[src/rtl/bram_pkg.sv]
// Shared FSM encoding and default geometry for the bram_loader block.
package bram_pkg;

  localparam int DEF_VAR_WIDTH  = 32;
  localparam int DEF_ADD_WIDTH  = 10;
  localparam int DEF_PIPE_WIDTH = 16;

  typedef enum logic [2:0] {
    IDLE,
    LOAD,
    DRAIN,
    FETCH,
    WAIT,
    DONE
  } state_t;

endpackage

[src/rtl/bram_loader.sv]
// Streams words into a line-organised ram and optionally reads back whole lines.
// The line read-back path is built only when BRAM_LOADER_FETCH_EN is defined.
module bram_loader
  import bram_pkg::*;
#(
  parameter int varWIDTH   = DEF_VAR_WIDTH,
  parameter int ADD_WIDTH  = DEF_ADD_WIDTH,
  parameter int PIPE_WIDTH = DEF_PIPE_WIDTH,
  localparam int LW        = ADD_WIDTH - $clog2(PIPE_WIDTH)
) (
  input  logic                           clk,
  input  logic                           rst_n,
  input  logic                           start,
  input  logic [ADD_WIDTH-1:0]           base_add,
  input  logic [ADD_WIDTH:0]             count,
  input  logic                           in_valid,
  input  logic [varWIDTH-1:0]            in_data,
  output logic                           in_ready,
  output logic                           busy,
  output logic                           done,
  input  logic                           fetch_req,
  input  logic [LW-1:0]                  fetch_line,
  output logic                           line_valid,
  output logic [varWIDTH*PIPE_WIDTH-1:0] line_data,
  output logic [ADD_WIDTH-1:0]           ram_add,
  output logic [varWIDTH-1:0]            ram_data_in,
  output logic                           ram_cs,
  output logic                           ram_we,
  output logic                           ram_oe,
  input  logic [varWIDTH*PIPE_WIDTH-1:0] ram_data_out
);

  // Word stream: a word transfers on a rising edge where in_valid and in_ready
  // are both high; in_data is don't-care otherwise and in_valid never waits on in_ready.

  state_t                 state, state_n;
  logic [ADD_WIDTH-1:0]   ptr, ptr_n;
  logic [ADD_WIDTH:0]     remaining, remaining_n;
  logic [ADD_WIDTH-1:0]   ram_add_n;
  logic [varWIDTH-1:0]    ram_data_in_n;
  logic                   ram_cs_n, ram_we_n, ram_oe_n;
  logic                   done_n, busy_n;

`ifdef BRAM_LOADER_FETCH_EN
  logic                            wait_cnt, wait_cnt_n;
  logic                            line_valid_n;
  logic [varWIDTH*PIPE_WIDTH-1:0]  line_data_n;
`endif

  assign in_ready = (state == LOAD) && (remaining != '0);

  always_comb begin
    state_n       = state;
    ptr_n         = ptr;
    remaining_n   = remaining;
    ram_add_n     = ram_add;
    ram_data_in_n = ram_data_in;
    ram_cs_n      = 1'b0;
    ram_we_n      = 1'b0;
    ram_oe_n      = 1'b0;
`ifdef BRAM_LOADER_FETCH_EN
    wait_cnt_n    = wait_cnt;
    line_valid_n  = 1'b0;
    line_data_n   = line_data;
`endif
    case (state)
      IDLE: begin
        if (start) begin
          if (count != '0) begin
            ptr_n       = base_add;
            remaining_n = count;
            state_n     = LOAD;
          end else begin
            state_n = DONE;
          end
        end
`ifdef BRAM_LOADER_FETCH_EN
        else if (fetch_req) begin
          ram_cs_n  = 1'b1;
          ram_oe_n  = 1'b1;
          ram_add_n = ADD_WIDTH'(fetch_line) << $clog2(PIPE_WIDTH);
          state_n   = FETCH;
        end
`endif
      end
      LOAD: begin
        if (in_valid && in_ready) begin
          ram_cs_n      = 1'b1;
          ram_we_n      = 1'b1;
          ram_add_n     = ptr;
          ram_data_in_n = in_data;
          ptr_n         = ptr + ADD_WIDTH'(1);
          remaining_n   = remaining - (ADD_WIDTH+1)'(1);
          if (remaining == (ADD_WIDTH+1)'(1)) state_n = DRAIN;
        end
      end
      DRAIN: state_n = DONE;
`ifdef BRAM_LOADER_FETCH_EN
      FETCH: begin
        wait_cnt_n = 1'b0;
        state_n    = WAIT;
      end
      // Two WAIT cycles cover a ram with a registered output stage.
      WAIT: begin
        if (wait_cnt) begin
          line_data_n  = ram_data_out;
          line_valid_n = 1'b1;
          state_n      = DONE;
        end else begin
          wait_cnt_n = 1'b1;
        end
      end
`endif
      DONE:    state_n = IDLE;
      default: state_n = IDLE;
    endcase
    done_n = (state_n == DONE);
    busy_n = (state_n != IDLE) && (state_n != DONE);
  end

  always_ff @(posedge clk or negedge rst_n) begin
    if (!rst_n) begin
      state       <= IDLE;
      ptr         <= '0;
      remaining   <= '0;
      ram_add     <= '0;
      ram_data_in <= '0;
      ram_cs      <= 1'b0;
      ram_we      <= 1'b0;
      ram_oe      <= 1'b0;
      done        <= 1'b0;
      busy        <= 1'b0;
    end else begin
      state       <= state_n;
      ptr         <= ptr_n;
      remaining   <= remaining_n;
      ram_add     <= ram_add_n;
      ram_data_in <= ram_data_in_n;
      ram_cs      <= ram_cs_n;
      ram_we      <= ram_we_n;
      ram_oe      <= ram_oe_n;
      done        <= done_n;
      busy        <= busy_n;
    end
  end

`ifdef BRAM_LOADER_FETCH_EN
  always_ff @(posedge clk or negedge rst_n) begin
    if (!rst_n) begin
      wait_cnt   <= 1'b0;
      line_valid <= 1'b0;
      line_data  <= '0;
    end else begin
      wait_cnt   <= wait_cnt_n;
      line_valid <= line_valid_n;
      line_data  <= line_data_n;
    end
  end
`else
  assign line_valid = 1'b0;
  assign line_data  = '0;

  logic unused_fetch;
  assign unused_fetch = ^{fetch_req, fetch_line, ram_data_out};
`endif

endmodule

[config.mk]
export PLATFORM = sky130hd
export DESIGN_NAME = bram_loader
export DESIGN_NICKNAME = d
export VERILOG_FILES = /design/src/rtl/bram_pkg.sv /design/src/rtl/bram_loader.sv
export SDC_FILE = /design/constraint.sdc
export NUM_CORES = 1
export LEC_CHECK = 0
export BUFFER_PORTS_ARGS = -buffer_cell sky130_fd_sc_hd__buf_2
export CAP_MARGIN = 5
export CELL_PAD_IN_SITES_DETAIL_PLACEMENT = 1
export CELL_PAD_IN_SITES_GLOBAL_PLACEMENT = 2
export CORE_AREA = 2 2 449 451
export CTS_CLUSTER_SIZE = 40
export DETAILED_ROUTE_END_ITERATION = 10
export DIE_AREA = 0 0 451 453
export PLACE_DENSITY = 0.3
export SETUP_SLACK_MARGIN = 0.3
export SLEW_MARGIN = 20
export SYNTH_ARGS = -nofsm -noshare
export SYNTH_HDL_FRONTEND = slang
export SYNTH_SLANG_ARGS = --single-unit
[constraint.sdc]
create_clock -name clk -period 3.05 [get_ports clk]
set_input_delay 0.61 -clock clk [delete_from_list [all_inputs] [get_ports clk]]
set_output_delay 0.61 -clock clk [all_outputs]
set_load 0.05 [all_outputs]
* Word-level counts from Yosys, hierarchy flattened
Index checks and enable logic that the tools add are counted.
** Word-level totals
- Bits in writable memories :: 0
- Output and inout port bits :: 561
- ROM bits :: 0
- Flip-flop bits (word level) :: 69
- Word-level logic and storage cells :: 43
- Memories :: 0
- Input bits :: 576
- Latch bits :: 0
** Cells by class
- Equal/unequal tests :: 8
- Multiply operators :: 0
- Shift-type cells :: 0
- Divide/modulo/power cells :: 0
- Reduce and logical (&&, ||, !) cells :: 10
- Mux-type cells :: 15
- Bitwise gates (word level) :: 0
- Add/subtract/negate cells :: 2
- Magnitude comparators :: 0
** Operators by type and width (count)
- 11-bit 2-to-1 mux :: 3
- 10-bit 2-to-1 mux :: 3
- 11-bit one-hot mux with 2 select lines :: 1
- 11-bit nonzero test :: 2
- 10-bit one-hot mux with 2 select lines :: 1
- 3-bit 2-to-1 mux :: 4
- 11-bit by 1-bit equality test with 1-bit output (second input constant) :: 1
- 11-bit by 1-bit subtractor with 11-bit output (second input constant) :: 1
- 10-bit by 1-bit adder with 10-bit output (second input constant) :: 1
- 3-bit one-hot mux with 3 select lines :: 1
- 2-bit inequality test (second input constant) :: 2
- 4-bit AND reduction :: 1
- 3-bit by 1-bit equality test with 1-bit output (second input constant) :: 1
- 3-bit by 2-bit equality test with 1-bit output (second input constant) :: 1
- 3-bit equality test (second input constant) :: 1
- 1-bit logical AND :: 3
- 3-bit zero test :: 1
- 3-bit inequality test (second input constant) :: 1
- 3-bit nonzero test :: 1
- 1-bit 2-to-1 mux :: 2
- 2-bit by 1-bit inequality test with 1-bit output (second input constant) :: 1
- 2-bit AND reduction :: 1
- 2-bit nonzero test :: 1

* Depth between registers and ports, before layout
Gate-level depths: netlist of run 1.
- Depth in word-level cells :: 7
- Gate-level depth with buffers :: 8
- Depth with buffers taken out :: 7

* Worst setup path after synthesis of run 1
OpenSTA, ideal clock, no wires.
- Kind :: register to register
- Start :: register remaining[0]
- End :: register remaining[5]
- Data arrival time :: 2.085 ns
- Cell stages (with the launch flop) :: 8
- Data required time :: 2.929 ns
- Slack :: 0.844 ns
- Clock period less this slack :: 2.206 ns
- Path buffers :: 1
- Library setup time :: 0.121 ns
- Path through :: dfrtp_1 > inv_1 > ha_1 > nor4b_1 > a31oi_4 > a22o_2 > buf_4 > a22o_1
** On the way
- Word-level cells in the longest chain between the ends :: 5
- Elaborated cells between the ends (all ways) :: 8
- Classes of those cells :: add/sub (1); eq/ne (1); mux (2); reduce/logical (4)
** RTL lines
- from (decl) :: line bram_loader.sv:38 : logic [ADD_WIDTH:0] remaining, remaining_n;
- from (signal assigned) :: line bram_loader.sv:136 : remaining <= remaining_n;
- 11-bit nonzero test :: line bram_loader.sv:50 : assign in_ready = (state == LOAD) && (remaining != '0);
- 1-bit logical AND :: line bram_loader.sv:50
- via in_ready :: line bram_loader.sv:18 : output logic in_ready,
- 1-bit logical AND :: line bram_loader.sv:87 : if (in_valid && in_ready) begin
- 2-bit by 1-bit inequality test with 1-bit output (no source line)
- 4-bit AND reduction (no source line)
The timed path passes the listed nets, and every way through them passes these cells. The select of a mux whose other input is x is not followed.
A chain may end at the register's enable or synchronous reset.

* Worst setup path after layout of run 1
- Start :: register remaining[0]
- End :: output port in_ready
** On the way
- Word-level cells in the longest chain between the ends :: 2
** RTL lines (line)
- 11-bit nonzero test :: bram_loader.sv:50
- 1-bit logical AND :: bram_loader.sv:50
- to (decl) :: bram_loader.sv:18
No other way between the ends.

==> flow_metrics.env, run 1 <==
export IMPL_status="complete, no violations"
export IMPL_cap_violations=0
export IMPL_finalMaxSlewViolations=0
export IMPL_portBuffers=103
export IMPL_antenna_cells=0
export IMPL_power_internal_mw=2.68
export IMPL_wire_per_inst_um=6.67
export IMPL_wl_um=23800
export IMPL_antenna_found_initial=1
export IMPL_vdd_drop_max_mv=0.278
export IMPL_maxSlewHeadroom_pct=64.7
export IMPL_core_region_area_sq_um=199000
export IMPL_synth_flop_cell="dfrtp_1"
export IMPL_dp_cells=3549
export IMPL_cp_arrival_ns=1.93
export IMPL_synthArstFlopShare_pct=100
export IMPL_firstDrtPassIters=4
export IMPL_grt_pass1_wl_um=30500
export IMPL_end_kind="output port"
export IMPL_finalSetupViolCount=0
export IMPL_power_share_sequential_pct=23.5
export IMPL_start_util_pct=3.53
export IMPL_yosys_warnings=0
export IMPL_reg2regPathDepth=7
export IMPL_cts_tree="yes"
export IMPL_finish_utilization_pct=4.68
export IMPL_fin_worst_skew_ns=0.0142
export IMPL_dieHeight_um=453
export IMPL_crit_fanout=4
export IMPL_fillers=23948
export IMPL_ioPinCount=1137
export IMPL_tns_ns=0
export IMPL_hold_violations=0
export IMPL_hp_class="in -> async"
export IMPL_clk_pin_slew_worst_paths_ns=0.08
export IMPL_synth_most_common_cell="buf_4"
export IMPL_gp_congestion=0.607
export IMPL_cp_required_ns=2.44
export IMPL_cts_sinks=69
export IMPL_synth_top_area_cell="buf_4"
export IMPL_syn_to_final_growth_pct=32.6
export IMPL_rows=164
export IMPL_drcViolationCount=0
export IMPL_grt_max_degree=36
export IMPL_avgSynthCellArea_sq_um=8.88
export IMPL_drt_initial_drc_count=88
export IMPL_post_route_cells_drive_above_1_share_pct=20.0
export IMPL_finalCriticalPeriod_ns=2.54
export IMPL_combPwrFrac_pct=57.2
export IMPL_nets=1484
export IMPL_die_x_um=451
export IMPL_cts_buffer_depth=2
export IMPL_numCtsBuffers=9
export IMPL_synth_cell_types=43
export IMPL_yosysTopAreaCellShare_pct=55.1
export IMPL_pwr_share_clk_pct=19.3
export IMPL_ys_ff_latch=69
export IMPL_die_area_sq_um=204000
export IMPL_instances_no_fill=3565
export IMPL_netlist_top_cells_area="buf_4, dfrtp_1, mux2_2"
export IMPL_synth_edff_count=0
export IMPL_clock_fmax_mhz=393
export IMPL_whs_ns=0.154
export IMPL_p_sw_share_pct=59.1
export IMPL_hpwl_um=20300
export IMPL_p_per_area_nw_per_um2=703
export IMPL_grt_use_total_pct=2.21
export IMPL_worstSetupPathType="reg -> out"
export IMPL_start_kind="register"
export IMPL_grt_pass1_vias=3711
export IMPL_synth_common_cells="buf_4, dfrtp_1, mux2_2, nand2_1, a21oi_1"
export IMPL_yosysSeqAreaShare_pct=24.6
export IMPL_power_leakage_nw=3.65
export IMPL_post_cts_buffers=0
export IMPL_syn_area_sq_um=7030
export IMPL_vias=3859
export IMPL_grt_setup_unrepaired="false"
export IMPL_tightest_slew_ns=0.530
export IMPL_postSynthCellCount=791
export IMPL_clk_latency_ns=0.40
export IMPL_clockRootBuffer="clkbuf_16"
export IMPL_h_tree_depth=3
export IMPL_vias_per_cell=1.08
export IMPL_ant_nets=0
export IMPL_period_share_pct=83.4
export IMPL_overflow=0
export IMPL_p_switching_mw=3.87
placed cells by master, fill, tap and decap left out, types with 2 or more instances in the layout:
cell type | Yosys | routed
a21o_1 | 2 | 2
a21oi_1 | 26 | 26
a22oi_1 | 2 | 2
a31oi_1 | 4 | 4
and3_1 | 2 | 2
buf_12 | 0 | 3
buf_2 | 1 | 101
buf_4 | 516 | 14
bufinv_16 | 0 | 2
clkbuf_16 | 0 | 9
clkinv_4 | 0 | 2
conb_1 | 1 | 514
dfrtp_1 | 69 | 69
ha_1 | 4 | 4
inv_1 | 6 | 6
mux2_2 | 42 | 42
mux2i_1 | 2 | 2
nand2_1 | 27 | 27
nand3_1 | 5 | 5
nand4_1 | 2 | 2
nor2_1 | 10 | 10
nor3_1 | 5 | 5
nor4_1 | 4 | 4
o21ai_0 | 21 | 21
o22ai_1 | 4 | 4
o2bb2ai_1 | 2 | 2
or3_1 | 2 | 2
per-layer routing:
layer	part of all wire, %	track usage, %	vias up
met4	1.8	0.972	0
met2	68	4.91	196
li1	-	-	1752
met5	0	0	-
met3	6.4	0.789	17
met1	24	1.55	1894
logic make-up after synthesis:
logic type	share of synthesized area [%]
AOI/OAI and AO/OA	6.02
DFF	24.6
adders and majority gates	0.712
muxes	7.02
buffers and inverters	56.7
other	0.0534
and+or+nand+nor	4.93
layout make-up:
cell class	count	area (sq um)	share of cell area, %
inverter	6	22.5	0.242
clock inverter	7	98.8	1.06
multi-input combinational	700	3250	34.9
clock buffer	9	225	2.42
sequential	69	1730	18.5
timing repair buffer	118	671	7.20
tap	2656	3320	35.7
through the flow:
stage | instance area [sq um] | power (mW) | setup slack (ns)
after floorplan | 8950 | 4.98 | 0.844
after global placement | 8990 | 5.44 | 0.475
after detailed placement | 8990 | 5.43 | 0.540
after CTS | 9320 | 6.82 | 0.348
after global routing | 9320 | 7.06 | 0.337
final | 9320 | 6.55 | 0.505
repair_timing:
item | 4_1_cts | 5_1_grt
gates resized for setup | 2 | 0
hold buffers | 0 | 0
setup endpoints to repair | 1 | 0
power groups by stage:
stage | clock [mW] | sequential, mW | combinational (mW)
after floorplan | 0 | 2.19 | 2.80
after global placement | 0 | 1.56 | 3.88
after detailed placement | 0 | 1.56 | 3.87
after CTS | 1.39 | 1.55 | 3.88
after global routing | 1.39 | 1.61 | 4.06
final | 1.26 | 1.54 | 3.75
worst max-delay path, cell delays in order, from the launching register on:
cell	delay, ns
dfrtp_1	0.39
inv_1	0.12
ha_1	0.24
nor4b_2	0.18
a31oi_4	0.29
buf_4	0.29
state kept, by name, indices dropped and copies added, names as in the netlist:
signal,flops
remaining,11
ram_we,1
ram_add,10
done,1
state,3
ptr,10
ram_data_in,32
busy,1
worst paths after layout:
kind / from / endpoint / slack [ns]
worst min-delay path: rst_n / ram_data_in[3] / 0.15
min in group clk: in_data[6] / ram_data_in[6] / 0.43
max in group asynchronous: rst_n / remaining[3] / 2.08
worst max-delay path: remaining[0] / in_ready / 0.51
worst max register to register: remaining[0] / ram_data_in[2] / 0.84
worst min register to register: ram_data_in[29] / ram_data_in[29] / 0.50
No activity file was read; power rests on OpenSTA's default activity.
==> inputs of run 2 (changes only) <==
- ABC_AREA: not set -> 1
- CORE_AREA: 2 2 449 451 -> 2 2 438 440
- DIE_AREA: 0 0 451 453 -> 0 0 440 442
- PLACE_DENSITY: 0.3 -> 0.33
- clock period: 3.05 -> 2.3 ns (I/O delays scaled with it)
==> run 2 against run 1 <==
Core utilization increased by 0.32 points. Critical path depth increased by 3. Clock power increased by 35%. Worst setup slack got worse by 0.19 ns. Flip-flop and latch count unchanged. Sequential power increased by 28%. Power increased by 41%. Sequential share of layout area decreased by 0.29 points. Cell area increased by 1.6%. Critical path type unchanged.
==> flow_metrics.env, run 2 <==
export IMPL_status="complete, no violations"
export IMPL_hp_class="in -> reg"
export IMPL_grt_pass1_vias=4354
export IMPL_synth_most_common_cell="buf_4"
export IMPL_finalCriticalPeriod_ns=1.98
export IMPL_power_mw=9.25
export IMPL_clockRootBuffer="clkbuf_16"
export IMPL_largest_reg_flops=32
export IMPL_synth_compound_area_share_pct=3.16
export IMPL_postSynthCellCount=945
export IMPL_wl_um=25100
export IMPL_period_share_pct=86.2
export IMPL_netlist_top_cells_area="buf_4, dfrtp_1, nand2_1"
export IMPL_crit_fanout=2
export IMPL_numCtsBuffers=9
export IMPL_worstSetupPathType="reg -> out"
export IMPL_cp_arrival_ns=1.52
export IMPL_start_kind="register"
export IMPL_cts_tree="yes"
export IMPL_fin_worst_skew_ns=0.0209
export IMPL_die_x_um=440
export IMPL_synth_simple_area_share_pct=14.7
export IMPL_h_tree_depth=3
export IMPL_cap_violations=0
export IMPL_rows=160
export IMPL_fin_ws_ns=0.318
export IMPL_vias_per_cell=1.24
export IMPL_ioPinCount=1137
export IMPL_hold_depth=3
export IMPL_gp_congestion=0.603
export IMPL_reg_top3="ram_data_in: 32 flops, remaining: 11 flops"
export IMPL_power_leakage_nw=4.13
export IMPL_p_per_area_nw_per_um2=977
export IMPL_grt_use_total_pct=2.49
export IMPL_dp_cells=3554
export IMPL_post_route_cells_drive_above_1_share_pct=15.8
export IMPL_grt_max_degree=38
export IMPL_finalMaxSlewViolations=0
export IMPL_ant_nets=0
export IMPL_r2r_start="remaining[0]"
export IMPL_end_kind="output port"
export IMPL_ys_ff_latch=69
export IMPL_wire_per_inst_um=6.99
export IMPL_avgSynthCellArea_sq_um=7.59
export IMPL_r2r_slack_ns=0.41
export IMPL_holdPathEnd="ram_data_in[18]"
export IMPL_overflow=0
export IMPL_synth_common_cells="buf_4, nand2_1, dfrtp_1, o21ai_0, inv_1"
export IMPL_vias=4443
export IMPL_largest_register="ram_data_in"
export IMPL_syn_area_sq_um=7180
export IMPL_synth_edff_count=0
export IMPL_r2r_end="remaining[8]"
export IMPL_core_region_area_sq_um=190000
export IMPL_drt_initial_drc_count=125
export IMPL_final_cell_mix="conb_1, nand2_1, buf_2"
export IMPL_layout_commonest_cell="conb_1"
export IMPL_grt_pass1_wl_um=33500
export IMPL_portBuffers=103
export IMPL_dp_slack_ns=0.149
export IMPL_yosysSeqAreaShare_pct=24.1
export IMPL_synth_mux_area_fraction_pct=0
export IMPL_tns_ns=0
export IMPL_syn_to_final_growth_pct=32.0
export IMPL_clk_latency_ns=0.40
export IMPL_synth_top_family_by_area="buffers and inverters"
export IMPL_finish_utilization_pct=4.99
export IMPL_synth_flop_cell="dfrtp_1"
export IMPL_cts_sinks=69
export IMPL_dieHeight_um=442
export IMPL_clock_fmax_mhz=505
export IMPL_yosysTopAreaCellShare_pct=53.9
export IMPL_reg2regPathDepth=14
export IMPL_cts_buffer_depth=2
export IMPL_nets=1649
export IMPL_min_from="in_data[18]"
export IMPL_firstDrtPassIters=4
export IMPL_fillers=22912
export IMPL_hold_violations=0
export IMPL_drcViolationCount=0
export IMPL_synth_top_area_cell="buf_4"
export IMPL_antenna_found_initial=4
export IMPL_synth_cell_types=27
export IMPL_start_util_pct=3.78
export IMPL_synthAdderAreaFrac_pct=0.697
export IMPL_hpwl_um=21200
export IMPL_cp_required_ns=1.84
export IMPL_grt_setup_unrepaired="true"
export IMPL_synthArstFlopShare_pct=100
export IMPL_clk_pin_slew_worst_paths_ns=0.08
export IMPL_vdd_drop_max_mv=0.406
export IMPL_synth_xor_area_share_pct=0.488
export IMPL_yosys_warnings=0
export IMPL_finalSetupViolCount=0
export IMPL_instances_no_fill=3586
export IMPL_die_area_sq_um=194000
-- run 2: metal layers --
layer | routed length [um] | GRT usage, % | share of wire [%] | vias to the layer above
met2 | 16300 | 5.54 | 65 | 212
met4 | 408 | 0.881 | 1.6 | 0
met5 | 0 | 0 | 0 | -
met3 | 1110 | 0.612 | 4.4 | 25
met1 | 7200 | 1.97 | 29 | 2098
li1 | - | - | - | 2108
-- run 2: worst max-delay path by stage --
stage | slack, ns | start | to | depth (start not counted)
finish | 0.32 | remaining[1] | in_ready | 8
global route | 0.19 | remaining[0] | in_ready | 8
CTS | 0.25 | remaining[6] | in_ready | 7
detailed placement | 0.15 | count[1] | remaining[6] | 10
global placement | 0.10 | count[1] | remaining[5] | 10
floorplan | 0.50 | state[1] | in_ready | 5
-- run 2: where the power goes --
group          internal [mW]  switching, mW
clock network          0.953          0.744
logic                   1.04           4.54
registers               1.67          0.301
total                   3.67           5.58
-- run 2: cell families (layout without fill, tap and decap cells) --
| logic type | count (synthesis) | after routing |
|---|---|---|
| compound gates | 44 | 44 |
| xor+xnor | 4 | 4 |
| fa+ha+maj | 4 | 4 |
| buf+inv | 564 | 180 |
| flops | 69 | 69 |
| other cells | 1 | 515 |
| simple gates | 259 | 259 |
-- run 2: repair_timing --
| action | 4_1_cts | 5_1_grt |
|---|---|---|
| gates resized for setup | 13 | 11 |
| pin swaps | 7 | 2 |
| endpoints found under the setup margin | 37 | 42 |
| hold endpoints to repair | 20 | 0 |
| hold buffers | 1 | 0 |
| setup buffers | 13 | 1 |
| gates cloned | 0 | 0 |
-- run 2: critical path: stages (launching register included) --
cell     delay, ns
dfrtp_1       0.39
inv_2         0.09
ha_4          0.13
inv_1         0.04
nor2_2        0.14
nand3_4       0.10
nand2_2       0.07
inv_2         0.03
buf_6         0.14
-- run 2: cell type report --
class	instances	area, sq um	area share, %
Timing Repair Buffer	131	807	8.52
Antenna cell	1	2.50	0.0264
Multi-Input combinational cell	825	3350	35.4
Sequential cell	69	1730	18.2
Inverter	33	126	1.33
Tap cell	2511	3140	33.2
Clock buffer	10	229	2.42
Clock inverter	6	87.6	0.925
-- run 2: stage by stage --
step / area [sq um] / hold slack [ns]
floorplan: 9100 / 0.164
global placement: 8960 / 0.425
detailed placement: 8960 / 0.420
CTS: 9430 / 0.191
global route: 9470 / 0.226
finish: 9470 / 0.253
==> inputs of run 3 (changes only) <==
- CTS_BUF_LIST: not set -> sky130_fd_sc_hd__clkbuf_4
==> run 3 against run 2 <==
Core utilization is 0.15 points higher. Cell count is 1.2% higher. Sequential power hardly changed. Register-to-register slack worse by 0.40 ns. Maximum frequency is 14% lower. Flip-flop and latch count stayed put. Global-route usage hardly changed.
==> flow_metrics.env, run 3 (synthesis results as in run 2) <==
export IMPL_combPwrFrac_pct=65.5
export IMPL_clk_pin_slew_worst_paths_ns=0.18
export IMPL_crit_fanout=4
export IMPL_overflow=0
export IMPL_p_per_area_nw_per_um2=919
export IMPL_grt_setup_unrepaired="true"
export IMPL_grt_use_total_pct=2.51
export IMPL_reg_top3="ram_data_in: 32 flops, remaining: 11 flops"
export IMPL_power_share_sequential_pct=21.9
export IMPL_layout_commonest_cell="conb_1"
export IMPL_largest_reg_flops=32
export IMPL_grt_max_degree=38
export IMPL_syn_to_final_growth_pct=36.0
export IMPL_dp_slack_ns=0.149
export IMPL_p_switching_mw=5.61
export IMPL_ant_nets=0
export IMPL_finish_utilization_pct=5.15
export IMPL_grt_pass1_vias=4558
export IMPL_end_kind="register"
export IMPL_finalMaxSlewViolations=0
export IMPL_ioPinCount=1137
export IMPL_vias=4583
export IMPL_wire_per_inst_um=6.96
export IMPL_die_area_sq_um=194000
export IMPL_vias_per_cell=1.26
export IMPL_firstDrtPassIters=4
export IMPL_post_route_cells_drive_above_1_share_pct=16.7
export IMPL_maxSlewHeadroom_pct=60.5
export IMPL_h_tree_depth=3
export IMPL_portBuffers=103
export IMPL_fin_ws_ns=0.00906
export IMPL_cts_tree="yes"
export IMPL_worstSetupPathType="reg -> reg"
export IMPL_cp_arrival_ns=2.81
export IMPL_power_leakage_nw=4.27
export IMPL_grt_pass1_wl_um=33900
export IMPL_antenna_found_initial=6
export IMPL_tns_ns=0
export IMPL_tightest_slew_ns=0.592
export IMPL_drt_initial_drc_count=108
export IMPL_finalSetupViolCount=0
export IMPL_vdd_drop_max_mv=0.258
export IMPL_gp_congestion=0.603
export IMPL_cp_startpoint="remaining[0]"
export IMPL_p_sw_share_pct=62.5
export IMPL_min_from="in_valid"
export IMPL_start_util_pct=3.78
export IMPL_r2r_start="remaining[0]"
export IMPL_cp_required_ns=2.81
export IMPL_cts_sinks=69
export IMPL_fin_worst_skew_ns=0.0431
export IMPL_rows=160
export IMPL_final_cell_mix="conb_1, nand2_1, buf_2"
export IMPL_period_share_pct=99.6
export IMPL_wl_um=25300
export IMPL_hp_class="in -> reg"
export IMPL_finalCriticalPeriod_ns=2.29
export IMPL_clockRootBuffer="clkbuf_4"
export IMPL_core_region_area_sq_um=190000
export IMPL_cts_buffer_depth=2
export IMPL_pwr_share_clk_pct=12.7
export IMPL_drcViolationCount=0
export IMPL_die_x_um=440
export IMPL_power_internal_mw=3.36
export IMPL_clock_fmax_mhz=437
export IMPL_nets=1691
export IMPL_cap_violations=0
export IMPL_hpwl_um=21200
export IMPL_clk_latency_ns=0.61
export IMPL_hold_violations=0
export IMPL_dieHeight_um=442
export IMPL_start_kind="register"
export IMPL_numCtsBuffers=9
export IMPL_largest_register="ram_data_in"
export IMPL_status="complete, no violations"
[run 3: cell types whose count changed in the layout (fill, tap and decap cells not counted), moves of 4 or more]
cell	before	now
o21ai_1	5	11
o21ai_0	35	29
clkbuf_16	9	0
dlygate4sd3_1	1	32
buf_4	21	30
clkbuf_4	0	10
buf_6	3	7
[run 3: worst paths after layout]
kind / end / slack [ns] / cells after the start
max in group asynchronous: ram_data_in[10] / 1.26 / 4
worst min-delay path: state[1] / 0.15 / 3
min in group asynchronous: busy / 0.28 / 2
worst max-delay path: remaining[8] / 0.009 / 18
worst max register to register: remaining[8] / 0.009 / 18
worst min register to register: ram_data_in[21] / 0.49 / 2
[run 3: per-stage QoR]
stage / total power, mW / hold WS, ns / area, sq um / cells
5_1_grt: 9.75 / 0.0656 / 9760 / 3629
3_3_place_gp: 7.47 / 0.425 / 8960 / 3554
4_1_cts: 9.15 / 0.00787 / 9650 / 3619
3_5_place_dp: 7.45 / 0.420 / 8960 / 3554
6_report: 8.97 / 0.154 / 9760 / 3630
2_1_floorplan: 6.79 / 0.164 / 9100 / 1458
[run 3: power groups by stage]
stage,clock [mW],combinational (mW),sequential [mW]
3_5_place_dp,0,5.44,2.01
5_1_grt,1.32,6.38,2.05
4_1_cts,1.32,5.86,1.98
2_1_floorplan,0,3.82,2.97
6_report,1.13,5.87,1.96
3_3_place_gp,0,5.45,2.02
[run 3: worst max-delay path: stages (launching register included)]
cell	delay (ns)
dfrtp_1	0.41
inv_2	0.06
buf_4	0.13
buf_6	0.10
buf_4	0.12
buf_4	0.12
buf_4	0.12
buf_4	0.12
buf_4	0.12
buf_6	0.10
buf_6	0.11
ha_4	0.17
nand2_4	0.10
nor2_4	0.05
xor2_1	0.15
nand2_1	0.05
nand2_1	0.05
nand2_1	0.05
nand2_1	0.05
[run 3: area by class of cell]
type / count / area, sq um
clock inverters: 6 / 87.6
inverters: 33 / 126
diodes: 3 / 7.51
well taps: 2511 / 3140
clock buffers: 10 / 75.1
fillers: 22917 / 180000
flip-flops and latches: 69 / 1730
repair buffers: 173 / 1210
multi-input cells: 825 / 3380
[run 3: layer usage]
layer | up-vias | GRT usage [%] | part of all wire (%)
met5 | - | 0 | 0
met4 | 0 | 0.864 | 1.6
met3 | 21 | 0.615 | 4.5
met2 | 210 | 5.59 | 65
met1 | 2162 | 1.98 | 29
li1 | 2190 | - | -
[run 3: what timing repair did]
item                                    CTS  global route
hold buffers                             32             0
endpoints found under the setup margin   46            29
endpoints found under the hold margin    62             0
resized for setup                        26            18
buffers inserted                         17             8
pin swaps                                11            11
